[src/rtl/btn_conditioner.sv]
// Board-pin input conditioner. Buttons and switches pass through a two-flop synchroniser.
// Each button is then debounced on its own and produces a level, a press pulse and a release pulse.
module btn_conditioner #(
    parameter int N_BTN           = 5,
    parameter int SW_WIDTH        = 16,
    parameter int DEBOUNCE_CYCLES = 1000000
) (
    input  logic                CLK,
    input  logic                reset_n,
    input  logic [N_BTN-1:0]    BTN,
    input  logic [SW_WIDTH-1:0] SW,
    output logic [N_BTN-1:0]    btn_level,
    output logic [N_BTN-1:0]    btn_press,
    output logic [N_BTN-1:0]    btn_release,
    output logic [SW_WIDTH-1:0] sw_sync
);

    localparam int CNT_W = ($clog2(DEBOUNCE_CYCLES) > 0) ? $clog2(DEBOUNCE_CYCLES) : 1;
    localparam logic [CNT_W-1:0] CNT_MAX = CNT_W'(DEBOUNCE_CYCLES - 1);

    logic [N_BTN-1:0]    r_btn_s1;
    logic [N_BTN-1:0]    r_btn_s2;
    logic [SW_WIDTH-1:0] r_sw_s1;
    logic [SW_WIDTH-1:0] r_sw_s2;

    logic [N_BTN-1:0]    w_level;
    logic [N_BTN-1:0]    w_press;
    logic [N_BTN-1:0]    w_release;

    always_ff @(posedge CLK) begin
        if (!reset_n) begin
            r_btn_s1 <= '0;
            r_btn_s2 <= '0;
            r_sw_s1  <= '0;
            r_sw_s2  <= '0;
        end else begin
            r_btn_s1 <= BTN;
            r_btn_s2 <= r_btn_s1;
            r_sw_s1  <= SW;
            r_sw_s2  <= r_sw_s1;
        end
    end

    genvar gi;
    generate
        for (gi = 0; gi < N_BTN; gi = gi + 1) begin : g_debounce
            logic             r_level;
            logic             r_press;
            logic             r_release;
            logic [CNT_W-1:0] r_cnt;

            // A sample matching the current level discards any partial count, so bounces restart the wait.
            always_ff @(posedge CLK) begin
                if (!reset_n) begin
                    r_level   <= 1'b0;
                    r_press   <= 1'b0;
                    r_release <= 1'b0;
                    r_cnt     <= '0;
                end else begin
                    r_press   <= 1'b0;
                    r_release <= 1'b0;
                    if (r_btn_s2[gi] == r_level) begin
                        r_cnt <= '0;
                    end else if (r_cnt == CNT_MAX) begin
                        r_level   <= r_btn_s2[gi];
                        r_cnt     <= '0;
                        r_press   <= r_btn_s2[gi];
                        r_release <= ~r_btn_s2[gi];
                    end else begin
                        r_cnt <= r_cnt + 1'b1;
                    end
                end
            end

            assign w_level[gi]   = r_level;
            assign w_press[gi]   = r_press;
            assign w_release[gi] = r_release;
        end
    endgenerate

    assign btn_level   = w_level;
    assign btn_press   = w_press;
    assign btn_release = w_release;
    assign sw_sync     = r_sw_s2;

endmodule

[config.mk]
export PLATFORM = sky130hd
export DESIGN_NAME = btn_conditioner
export DESIGN_NICKNAME = d
export VERILOG_FILES = /design/src/rtl/btn_conditioner.sv
export SDC_FILE = /design/constraint.sdc
export NUM_CORES = 1
export LEC_CHECK = 0
export CORE_MARGIN = 1
export CORE_UTILIZATION = 62
export DETAILED_ROUTE_END_ITERATION = 16
export MAX_ROUTING_LAYER = met4
export PLACE_DENSITY = 0.94
export SLEW_MARGIN = 10
export SYNTH_ARGS = -nofsm -noshare
export SYNTH_HDL_FRONTEND = slang
export SYNTH_SLANG_ARGS = --single-unit
[constraint.sdc]
create_clock -name CLK -period 5.1 [get_ports CLK]
set_input_delay 1.02 -clock CLK [delete_from_list [all_inputs] [get_ports CLK]]
set_output_delay 1.02 -clock CLK [all_outputs]
set_load 0.005 [all_outputs]
# ---- After elaboration in Yosys (flattened, before gate mapping)
# Index checks and enable logic that the tools add are counted.
dict set report word_totals {
  regBits 157
  latch_bits 0
  mem_bits_rw 0
  mem_bits_ro 0
  wordCells 70
  memories 0
}
dict set report op_classes {
  n_addsub 5
  multipliers 0
  div 0
  magnitude_cmp 0
  n_eq_ne 10
  shift 0
  muxes 0
  bitwise_logic 16
  n_reduce_logical 15
}
# op n
set op_table {}
lappend op_table {{$add 20x1->20 const B} 5}
lappend op_table {{$eq 20x20->1 const B} 5}
lappend op_table {{$reduce_or 3->1} 10}
lappend op_table {{$not 1->1} 16}
lappend op_table {{$reduce_and 2->1} 5}
lappend op_table {{$eq 1x1->1} 5}

# ---- Longest topological paths before layout
# Gate-level depths: netlist of run 1.
dict set report logic_depth {
  word_depth 3
  depth_mapped 7
}

# ---- Worst setup path after synthesis of run 1
# Ideal clock, no wire load.
dict set report synth_timing {
  path_kind {register -> register}
  from {reg g_debounce[3].r_cnt[7]}
  to {reg g_debounce[3].r_cnt[18]}
  arrival_ps 1771
  required_ps 4975
  path_slack_ps 3203
  stages_incl_launch_ff 6
  n_path_buf 1
  synth_period_minus_slack_ps 1897
  path_cell_list {dfxtp_1 -> or4b_1 -> or4_4 -> o221ai_2 -> buf_4 -> a21oi_1}
}
dict set report synth_via {
  elab_chain_cells 2
  elab_cells_between_ends 3
  classes_between {add/sub: 1; eq/ne: 1; reduce/logical: 1}
}
# item line_no
set synth_rtl {}
lappend synth_rtl {{start, declared} 50} ;# logic [CNT_W-1:0] r_cnt;
lappend synth_rtl {{start signal, assigned} 70} ;# r_cnt <= r_cnt + 1'b1;
lappend synth_rtl {{branches (longest 2 deep; another with $add 20x1->20)} -}
# Parallel ways; which one is timed is not known.
# A chain may end at the register's enable or synchronous reset.

# ---- Final worst setup path of run 1
dict set report layout_timing {
  from {in reset_n}
  to {reg g_debounce[3].r_cnt[0]}
}
dict set report layout_via {
  elab_chain_cells 2
}
# item line_no
set layout_rtl {}
lappend layout_rtl {{start, declared} 9} ;# input logic reset_n,
lappend layout_rtl {{$not 1->1 (no source line)} -}
lappend layout_rtl {{$reduce_or 3->1 (no source line)} -}
# No other way between the ends.

==> results of run 1 <==
per-layer routing:
metal,routed length (um),vias up,track usage
met4,520,0,0.173
met5,0,-,-
li1,-,2476,-
met2,7600,248,0.521
met3,1050,63,0.0719
met1,5870,2574,0.333
area by class of cell:
class,count,area (um2),area share
sequential,157,3140,0.423
multi-input combinational,477,2870,0.387
timing repair buffer,56,553,0.0744
clock buffer,19,442,0.0594
clock inverter,13,178,0.0239
tap,133,166,0.0224
inverter,21,78.8,0.0106
cells by family after synthesis:
family,share of synthesized area
AND/OR/NAND/NOR,0.290
flip-flops,0.499
AO/OA/AOI/OAI,0.0667
XOR/XNOR,0.0889
buffers and inverters,0.0453
adder cells (fa/ha/maj),0.00993
metrics by stage:
step	total power, mW	hold slack, ns
5_1_grt	2.70	0.446
2_1_floorplan	1.30	0.412
6_report	2.62	0.437
3_3_place_gp	1.33	0.415
4_1_cts	2.63	0.439
3_5_place_dp	1.33	0.421
sequential cells by signal, summed over array words and instances (netlist names):
name	cells
r_sw_s1	16
g_debounce.r_release	5
r_btn_s2	5
g_debounce.r_press	5
g_debounce.r_cnt	100
g_debounce.r_level	5
r_btn_s1	5
sw_sync	16
synthesized netlist by cell type (2+ instances only):
cell type and instances:
a31o_2 2, nor4_1 13, or4_1 16, nor3_1 13
nand4b_1 3, nand2_1 39, ha_1 5, and2_1 50
xnor2_1 40, nor2_1 82, nor2b_1 2, nor4b_1 10
and3_1 12, clkbuf_1 15, o31ai_1 11, dfxtp_1 157
a21oi_1 34, buf_4 18, o21ai_0 22, xor2_1 24
inv_1 21, nand3_1 32, and4_1 7, buf_2 3
or3_1 23, nand4_1 25
how the worst max path moves through the flow:
stage                                 from                      end  slack, ns  cells past startpoint
floorplan           g_debounce[3].r_cnt[7]  g_debounce[3].r_cnt[18]       3.20                      5
global placement                   reset_n  g_debounce[3].r_cnt[16]       2.08                      3
detailed placement                 reset_n  g_debounce[3].r_cnt[18]       1.90                      3
CTS                                reset_n   g_debounce[3].r_cnt[0]       2.44                      3
global route                       reset_n  g_debounce[3].r_cnt[18]       2.18                      3
finish                             reset_n   g_debounce[3].r_cnt[0]       2.39                      3
critical path, stage by stage:
cell and delay (ns):
clkdlybuf4s50_1 1.16, o221ai_2 0.63, nor2_1 0.33
report_power, final:
part | internal, mW | switching [mW]
clock | 0.785 | 0.531
combinational | 0.0334 | 0.0249
sequential | 1.24 | 0.00598
total | 2.06 | 0.562
==> results.json, run 1 <==
{
  "outcome": "completed",
  "antenna_found_initial": 0,
  "hold_end": "sw_sync[9]",
  "diodes": 0,
  "peakVddDrop_mv": 0.212,
  "ant_nets": 0,
  "worstPathArrival_ns": 3.15,
  "yosysTopAreaCellShare": 0.499,
  "cts_max_level": 4,
  "r2r_slack_ns": 2.53,
  "cellLeakagePower_nw": 2.39,
  "period_share": 0.532,
  "synth_cells": 691,
  "io_buffer_count": 53,
  "synthToLayoutAreaGrowth_pct": 18.0,
  "powerDensity_nw_per_um2": 353,
  "drive_gt1_frac": 0.0606,
  "slew_violations": 0,
  "cts_resized": 0,
  "timing.final.ws_setup_ns": 2.39,
  "timing.rr.end": "g_debounce[3].r_cnt[0]",
  "synthesis.area_um2": 6300,
  "rsz0062_at_grt": "no",
  "critPathKind": "in -> reg",
  "grt_max_degree": 36,
  "mostFrequentLayoutCells": "157 x dfxtp_1, 82 x nor2_1, 53 x clkdlybuf4s50_1",
  "fillCellCount": 614,
  "cp-start-kind": "input pin",
  "rows": 36,
  "hold_buffers": 0,
  "fin_nets": 758,
  "vias": 5361,
  "reg2reg_depth": 4,
  "fin_skew_ns": 0.00576,
  "layout_commonest_cell": "dfxtp_1",
  "routedWlPerCell_um": 17.2,
  "dp_hpwl_mm": 9.03,
  "synth_area_leaders": "dfxtp_1 50%, xnor2_1 5.6%, and2_1 5.0%",
  "ys_seq_area_frac": 0.499,
  "yosys_warnings": 0,
  "timing.fmax_mhz": 368,
  "post-cts-setup-buffers": 0,
  "cts_root_buf": "clkbuf_8",
  "cts_tree": "built",
  "initial_core_util": 0.642,
  "gr-total-overflow": 0,
  "synth_edf_count": 0,
  "cts.sinks": 157,
  "dr.pass1.iters": 5,
  "drc": 0,
  "setup_viol": 0,
  "wl_mm": 15.0,
  "stdcell_area_um2": 7430,
  "instances_no_fill": 876,
  "grt_pass1_wl_mm": 24.0,
  "r2r_start": "g_debounce[3].r_cnt[7]",
  "max_slew.worst_pin.slew_ns": 1.05,
  "ios": 54,
  "critPathRequiredTime_ns": 5.54,
  "slew_headroom": 0.299,
  "synth_nets": 719,
  "grt_pass1_vias": 5046,
  "drv_cap": 0,
  "setup_tns_ns": 0,
  "worstSetupEndpointType": "register",
  "synth_ff_type": "dfxtp_1",
  "place_area_um2": 6820,
  "dp.cells": 844,
  "die_h_um": 103,
  "ys_async_sr_fraction": 0,
  "fin_crit_ns": 2.71,
  "gp_congestion": 0.868,
  "core_area_um2": 9820,
  "grtUsageTotal": 0.308,
  "whs_path_depth": 1,
  "vias_per_cell": 6.12,
  "synth_top_cell_by_area": "dfxtp_1",
  "crit_path_max_fanout": 35,
  "clock_path_buffers": 2,
  "cts_made_buffers": 17,
  "min_from": "r_sw_s1[9]",
  "path_clk_slew_ns": 0.07,
  "ys_ff_latch": 157,
  "die-width_um": 103,
  "post-place-ws_ns": 1.90,
  "hold_path.class": "reg -> reg",
  "worstSkewPairLatency_ns": 0.53,
  "ys_types": 38,
  "syn_avg_cell_area_um2": 9.12,
  "finalCoreUtilization": 0.757,
  "die_area_um2": 10600,
  "finalHoldViolations": 0,
  "drt_iter0_drc": 326
}
Note: power is estimated with default switching activity, not from simulation.
==> inputs of run 2 (changes only) <==
--- a/config.mk
+++ b/config.mk
@@ -6,10 +6,10 @@
 export NUM_CORES = 1
 export LEC_CHECK = 0
 export CORE_MARGIN = 1
-export CORE_UTILIZATION = 62
+export CORE_UTILIZATION = 57
 export DETAILED_ROUTE_END_ITERATION = 16
 export MAX_ROUTING_LAYER = met4
-export PLACE_DENSITY = 0.94
+export PLACE_DENSITY = 0.88
 export SLEW_MARGIN = 10
 export SYNTH_ARGS = -nofsm -noshare
 export SYNTH_HDL_FRONTEND = slang
==> constraint.sdc (replaced) <==
create_clock -name CLK -period 2.5 [get_ports CLK]
set_input_delay 0.5 -clock CLK [delete_from_list [all_inputs] [get_ports CLK]]
set_output_delay 0.5 -clock CLK [all_outputs]
set_load 0.005 [all_outputs]
==> results.json, run 2 (synthesis results as in run 1) <==
{
  "outcome": "completed",
  "synthToLayoutAreaGrowth_pct": 17.9,
  "hold_buffers": 0,
  "drc": 0,
  "fin_skew_ns": 0.00940,
  "hold_path.class": "reg -> reg",
  "rows": 38,
  "layout_commonest_cell": "dfxtp_1",
  "powerDensity_nw_per_um2": 686,
  "setup_viol": 0,
  "gp_congestion": 0.872,
  "cts_made_buffers": 17,
  "wl_mm": 13.5,
  "drt_iter0_drc": 325,
  "ios": 54,
  "largest_register": "g_debounce.r_cnt",
  "drv_cap": 0,
  "vias_per_cell": 5.69,
  "setup_tns_ns": 0,
  "worstSkewPairLatency_ns": 0.54,
  "worstSetupEndpointType": "register",
  "grt_pass1_wl_mm": 22.7,
  "grtUsageTotal": 0.259,
  "die_h_um": 107,
  "cp.depth": 5,
  "timing.fmax_mhz": 439,
  "crit_path_max_fanout": 11,
  "mostFrequentLayoutCells": "157 x dfxtp_1, 82 x nor2_1, 53 x clkdlybuf4s50_1",
  "finalHoldViolations": 0,
  "crit_path_top_delay_cell": "o211ai_1",
  "place_area_um2": 6870,
  "grt_busiest_layer": "met2",
  "initial_core_util": 0.584,
  "fin_nets": 764,
  "dp_hpwl_mm": 9.07,
  "worstPathArrival_ns": 2.69,
  "diodes": 0,
  "use_met3": 0.0614,
  "largest_reg_flops": 100,
  "cellLeakagePower_nw": 2.39,
  "path_clk_slew_ns": 0.06,
  "post-cts-setup-buffers": 0,
  "use_met2": 0.443,
  "stdcell_area_um2": 7430,
  "crit_start": "g_debounce[2].r_cnt[8]",
  "finalCoreUtilization": 0.689,
  "timing.final.ws_setup_ns": 0.224,
  "cts_max_level": 4,
  "drive_gt1_frac": 0.0655,
  "peakVddDrop_mv": 0.434,
  "critPathKind": "reg -> reg",
  "core_area_um2": 10800,
  "cts.sinks": 157,
  "cp-endpoint": "g_debounce[2].r_cnt[5]",
  "slowest_delay_ns": 0.71,
  "r2r_start": "g_debounce[2].r_cnt[8]",
  "cts_resized": 0,
  "dr.pass1.iters": 5,
  "fillCellCount": 796,
  "crit_chain": "nor4b_1, nand4_1, o211ai_1, buf_4, nor2_1",
  "vias": 5049,
  "antenna_found_initial": 0,
  "grt_max_degree": 38,
  "fin_crit_ns": 2.28,
  "io_buffer_count": 53,
  "critical-path-top-delay-family": "simple AND/OR/NAND/NOR gates",
  "timing.rr.end": "g_debounce[2].r_cnt[5]",
  "cts_tree": "built",
  "reg2reg_depth": 5,
  "ant_nets": 0,
  "die_area_um2": 11500,
  "slew_violations": 0,
  "r2r_slack_ns": 0.22,
  "worst-path-buf-inv": 1,
  "slew_headroom": 0.435,
  "period_share": 0.910,
  "critPathRequiredTime_ns": 2.92,
  "rsz0062_at_grt": "no",
  "grt_use_met1": 0.290,
  "gr-total-overflow": 0,
  "routedWlPerCell_um": 15.2,
  "clock_path_buffers": 2,
  "die-width_um": 107,
  "post-place-ws_ns": 0.304,
  "cts_root_buf": "clkbuf_8",
  "grt_pass1_vias": 5029,
  "max_slew.worst_pin.slew_ns": 0.844,
  "cp-start-kind": "register"
}
-- run 2: worst min-delay path by stage --
stage                     start          end  slack (ns)  cells after the start
CTS                 r_btn_s1[2]  r_btn_s2[2]        0.43                      1
finish              r_btn_s1[2]  r_btn_s2[2]        0.43                      1
global placement    r_btn_s1[1]  r_btn_s2[1]        0.41                      1
global route        r_btn_s1[1]  r_btn_s2[1]        0.44                      1
floorplan           r_btn_s1[0]  r_btn_s2[0]        0.41                      1
detailed placement  r_btn_s1[2]  r_btn_s2[2]        0.42                      1
-- run 2: final cells by class --
cell class	count	area (um2)	area share
tap	140	175	0.0236
timing repair buffer	62	598	0.0805
sequential	157	3140	0.423
inverter	21	78.8	0.0106
multi-input combinational	477	2870	0.387
clock inverter	11	119	0.0160
clock buffer	20	445	0.0599
-- run 2: power breakdown --
| group | internal [mW] | switching (mW) | total [mW] |
|---|---|---|---|
| Clock | 1.46 | 0.968 | 2.43 |
| Sequential | 2.54 | 0.0138 | 2.55 |
| Combinational | 0.0702 | 0.0485 | 0.119 |
-- run 2: per-layer routing --
layer	wire, um	share of wire
met1	5610	0.42
met2	7000	0.52
met3	610	0.045
met4	298	0.022
met5	0	0
-- run 2: worst reg2reg max path, delay by kind of cell, from the launching register on --
family	cells	cell delay, ns
simple gates	3	0.78
flops	1	0.36
buf+inv	1	0.31
compound gates	1	0.71
-- run 2: through the flow --
step                      hold slack, ns  std cells  total power [mW]
after floorplan                    0.412        691              2.65
after global placement             0.415        857              2.71
after detailed placement           0.419        857              2.72
after CTS                          0.434        888              5.13
after global routing               0.442        888              5.26
final                              0.434        888              5.10
==> inputs of run 3 (changes only) <==
--- a/config.mk
+++ b/config.mk
@@ -5,11 +5,12 @@
 export SDC_FILE = /design/constraint.sdc
 export NUM_CORES = 1
 export LEC_CHECK = 0
+export ABC_CLOCK_PERIOD_IN_PS = 2900
 export CORE_MARGIN = 1
-export CORE_UTILIZATION = 57
+export CORE_UTILIZATION = 62
 export DETAILED_ROUTE_END_ITERATION = 16
 export MAX_ROUTING_LAYER = met4
-export PLACE_DENSITY = 0.88
+export PLACE_DENSITY = 0.94
 export SLEW_MARGIN = 10
 export SYNTH_ARGS = -nofsm -noshare
 export SYNTH_HDL_FRONTEND = slang
==> constraint.sdc (replaced) <==
create_clock -name CLK -period 2.9 [get_ports CLK]
set_input_delay 0.58 -clock CLK [delete_from_list [all_inputs] [get_ports CLK]]
set_output_delay 0.58 -clock CLK [all_outputs]
set_load 0.005 [all_outputs]
==> results.json, run 3 (synthesis results as in run 1) <==
{
  "antenna_found_initial": 0,
  "hold_buffers": 0,
  "rsz0062_at_grt": "no",
  "cp-start-kind": "register",
  "drt_iter0_drc": 369,
  "grt_pass1_wl_mm": 23.2,
  "peakVddDrop_mv": 0.327,
  "grtUsageTotal": 0.295,
  "dp_hpwl_mm": 9.05,
  "drv_cap": 0,
  "rows": 36,
  "mostFrequentLayoutCells": "157 x dfxtp_1, 82 x nor2_1, 53 x clkdlybuf4s50_1",
  "finalCoreUtilization": 0.756,
  "cts_resized": 0,
  "timing.fmax_mhz": 413,
  "worstSetupEndpointType": "register",
  "critPathRequiredTime_ns": 3.31,
  "cts_max_level": 4,
  "fin_crit_ns": 2.42,
  "crit_path_top_delay_cell": "or4_4",
  "routedWlPerCell_um": 16.5,
  "gr-total-overflow": 0,
  "critical-path-top-delay-family": "simple AND/OR/NAND/NOR gates",
  "finalHoldViolations": 0,
  "reg2reg_depth": 5,
  "largest_register": "g_debounce.r_cnt",
  "fillCellCount": 616,
  "ant_nets": 0,
  "setup_viol": 0,
  "crit_path_max_fanout": 12,
  "swShare": 0.201,
  "die_area_um2": 10600,
  "slew_violations": 0,
  "p_sw_uw": 916,
  "die-width_um": 103,
  "wl_mm": 14.5,
  "cts_made_buffers": 17,
  "worstPathArrival_ns": 2.83,
  "hold_path.class": "reg -> reg",
  "die_h_um": 103,
  "vias": 5278,
  "ios": 54,
  "p_comb_frac": 0.023,
  "drive_gt1_frac": 0.0578,
  "whs_path_depth": 1,
  "intPower_mw": 3.64,
  "setup_tns_ns": 0,
  "power.total_mw": 4.55,
  "path_clk_slew_ns": 0.06,
  "dr.pass1.iters": 6,
  "initial_core_util": 0.642,
  "core_area_um2": 9820,
  "fin_nets": 760,
  "grt_max_degree": 38,
  "worst-path-buf-inv": 1,
  "slew_headroom": 0.479,
  "cts_root_buf": "clkbuf_8",
  "gp_congestion": 0.891,
  "synthToLayoutAreaGrowth_pct": 17.8,
  "max_slew.worst_pin.slew_ns": 0.771,
  "layout_commonest_cell": "dfxtp_1",
  "largest_reg_flops": 100,
  "crit_chain": "or4b_1, or4_4, o221ai_2, buf_4, a21oi_1",
  "outcome": "completed",
  "vias_per_cell": 6.02,
  "io_buffer_count": 53,
  "powerDensity_nw_per_um2": 613,
  "cellLeakagePower_nw": 2.38,
  "slowest_delay_ns": 0.56,
  "critPathKind": "reg -> reg",
  "drc": 0,
  "worstSkewPairLatency_ns": 0.54,
  "grt_pass1_vias": 5118,
  "cp.depth": 5,
  "post-cts-setup-buffers": 0,
  "period_share": 0.836,
  "cts_tree": "built",
  "p_seq_frac": 0.483,
  "diodes": 0,
  "fin_skew_ns": 0.00677,
  "p_clk_frac": 0.495,
  "clock_path_buffers": 2,
  "cts.sinks": 157
}
## run 3: changes by cell type in the layout (fill, tap and decap cells not counted), sizes merged
cell	before	now
bufinv	2	4
buf	9	5
clkinv	5	3
## run 3: layout make-up
type                            count  area (um2)  share of cell area
Sequential cell                   157        3140               0.423
Multi-Input combinational cell    477        2870               0.387
Timing Repair Buffer               58         568              0.0765
Clock buffer                       20         425              0.0573
Clock inverter                     11         169              0.0228
Tap cell                          133         166              0.0224
Inverter                           21        78.8              0.0106
## run 3: routing by layer
metal | track usage | up-vias | part of all wire
met5 | - | - | 0
met4 | 0.118 | 0 | 0.033
met3 | 0.0807 | 66 | 0.064
met2 | 0.520 | 247 | 0.52
met1 | 0.312 | 2490 | 0.39
li1 | - | 2475 | -
## run 3: path summary, 6_finish.rpt
check                                             from                      end  slack (ns)
worst max register to register  g_debounce[3].r_cnt[7]  g_debounce[3].r_cnt[19]        0.48
worst min-delay path                        r_sw_s1[7]               sw_sync[7]        0.43
worst max-delay path            g_debounce[3].r_cnt[7]  g_debounce[3].r_cnt[19]        0.48
worst min register to register              r_sw_s1[7]               sw_sync[7]        0.43
## run 3: per-stage QoR
| step | hold slack, ns | instance area, um2 | cells | setup WS [ns] |
|---|---|---|---|---|
| 2_1_floorplan | 0.412 | 6300 | 691 | 1.00 |
| 3_3_place_gp | 0.416 | 6830 | 846 | 0.697 |
| 3_5_place_dp | 0.418 | 6830 | 846 | 0.598 |
| 4_1_cts | 0.431 | 7420 | 877 | 0.538 |
| 5_1_grt | 0.450 | 7420 | 877 | 0.422 |
| 6_report | 0.432 | 7420 | 877 | 0.477 |
## run 3: power by group through the flow
stage,combinational (mW),clock (mW),sequential [mW]
3_5_place_dp,0.102,0,2.24
3_3_place_gp,0.0980,0,2.24
2_1_floorplan,0.0411,0,2.24
4_1_cts,0.104,2.26,2.20
6_report,0.104,2.25,2.20
5_1_grt,0.113,2.36,2.20
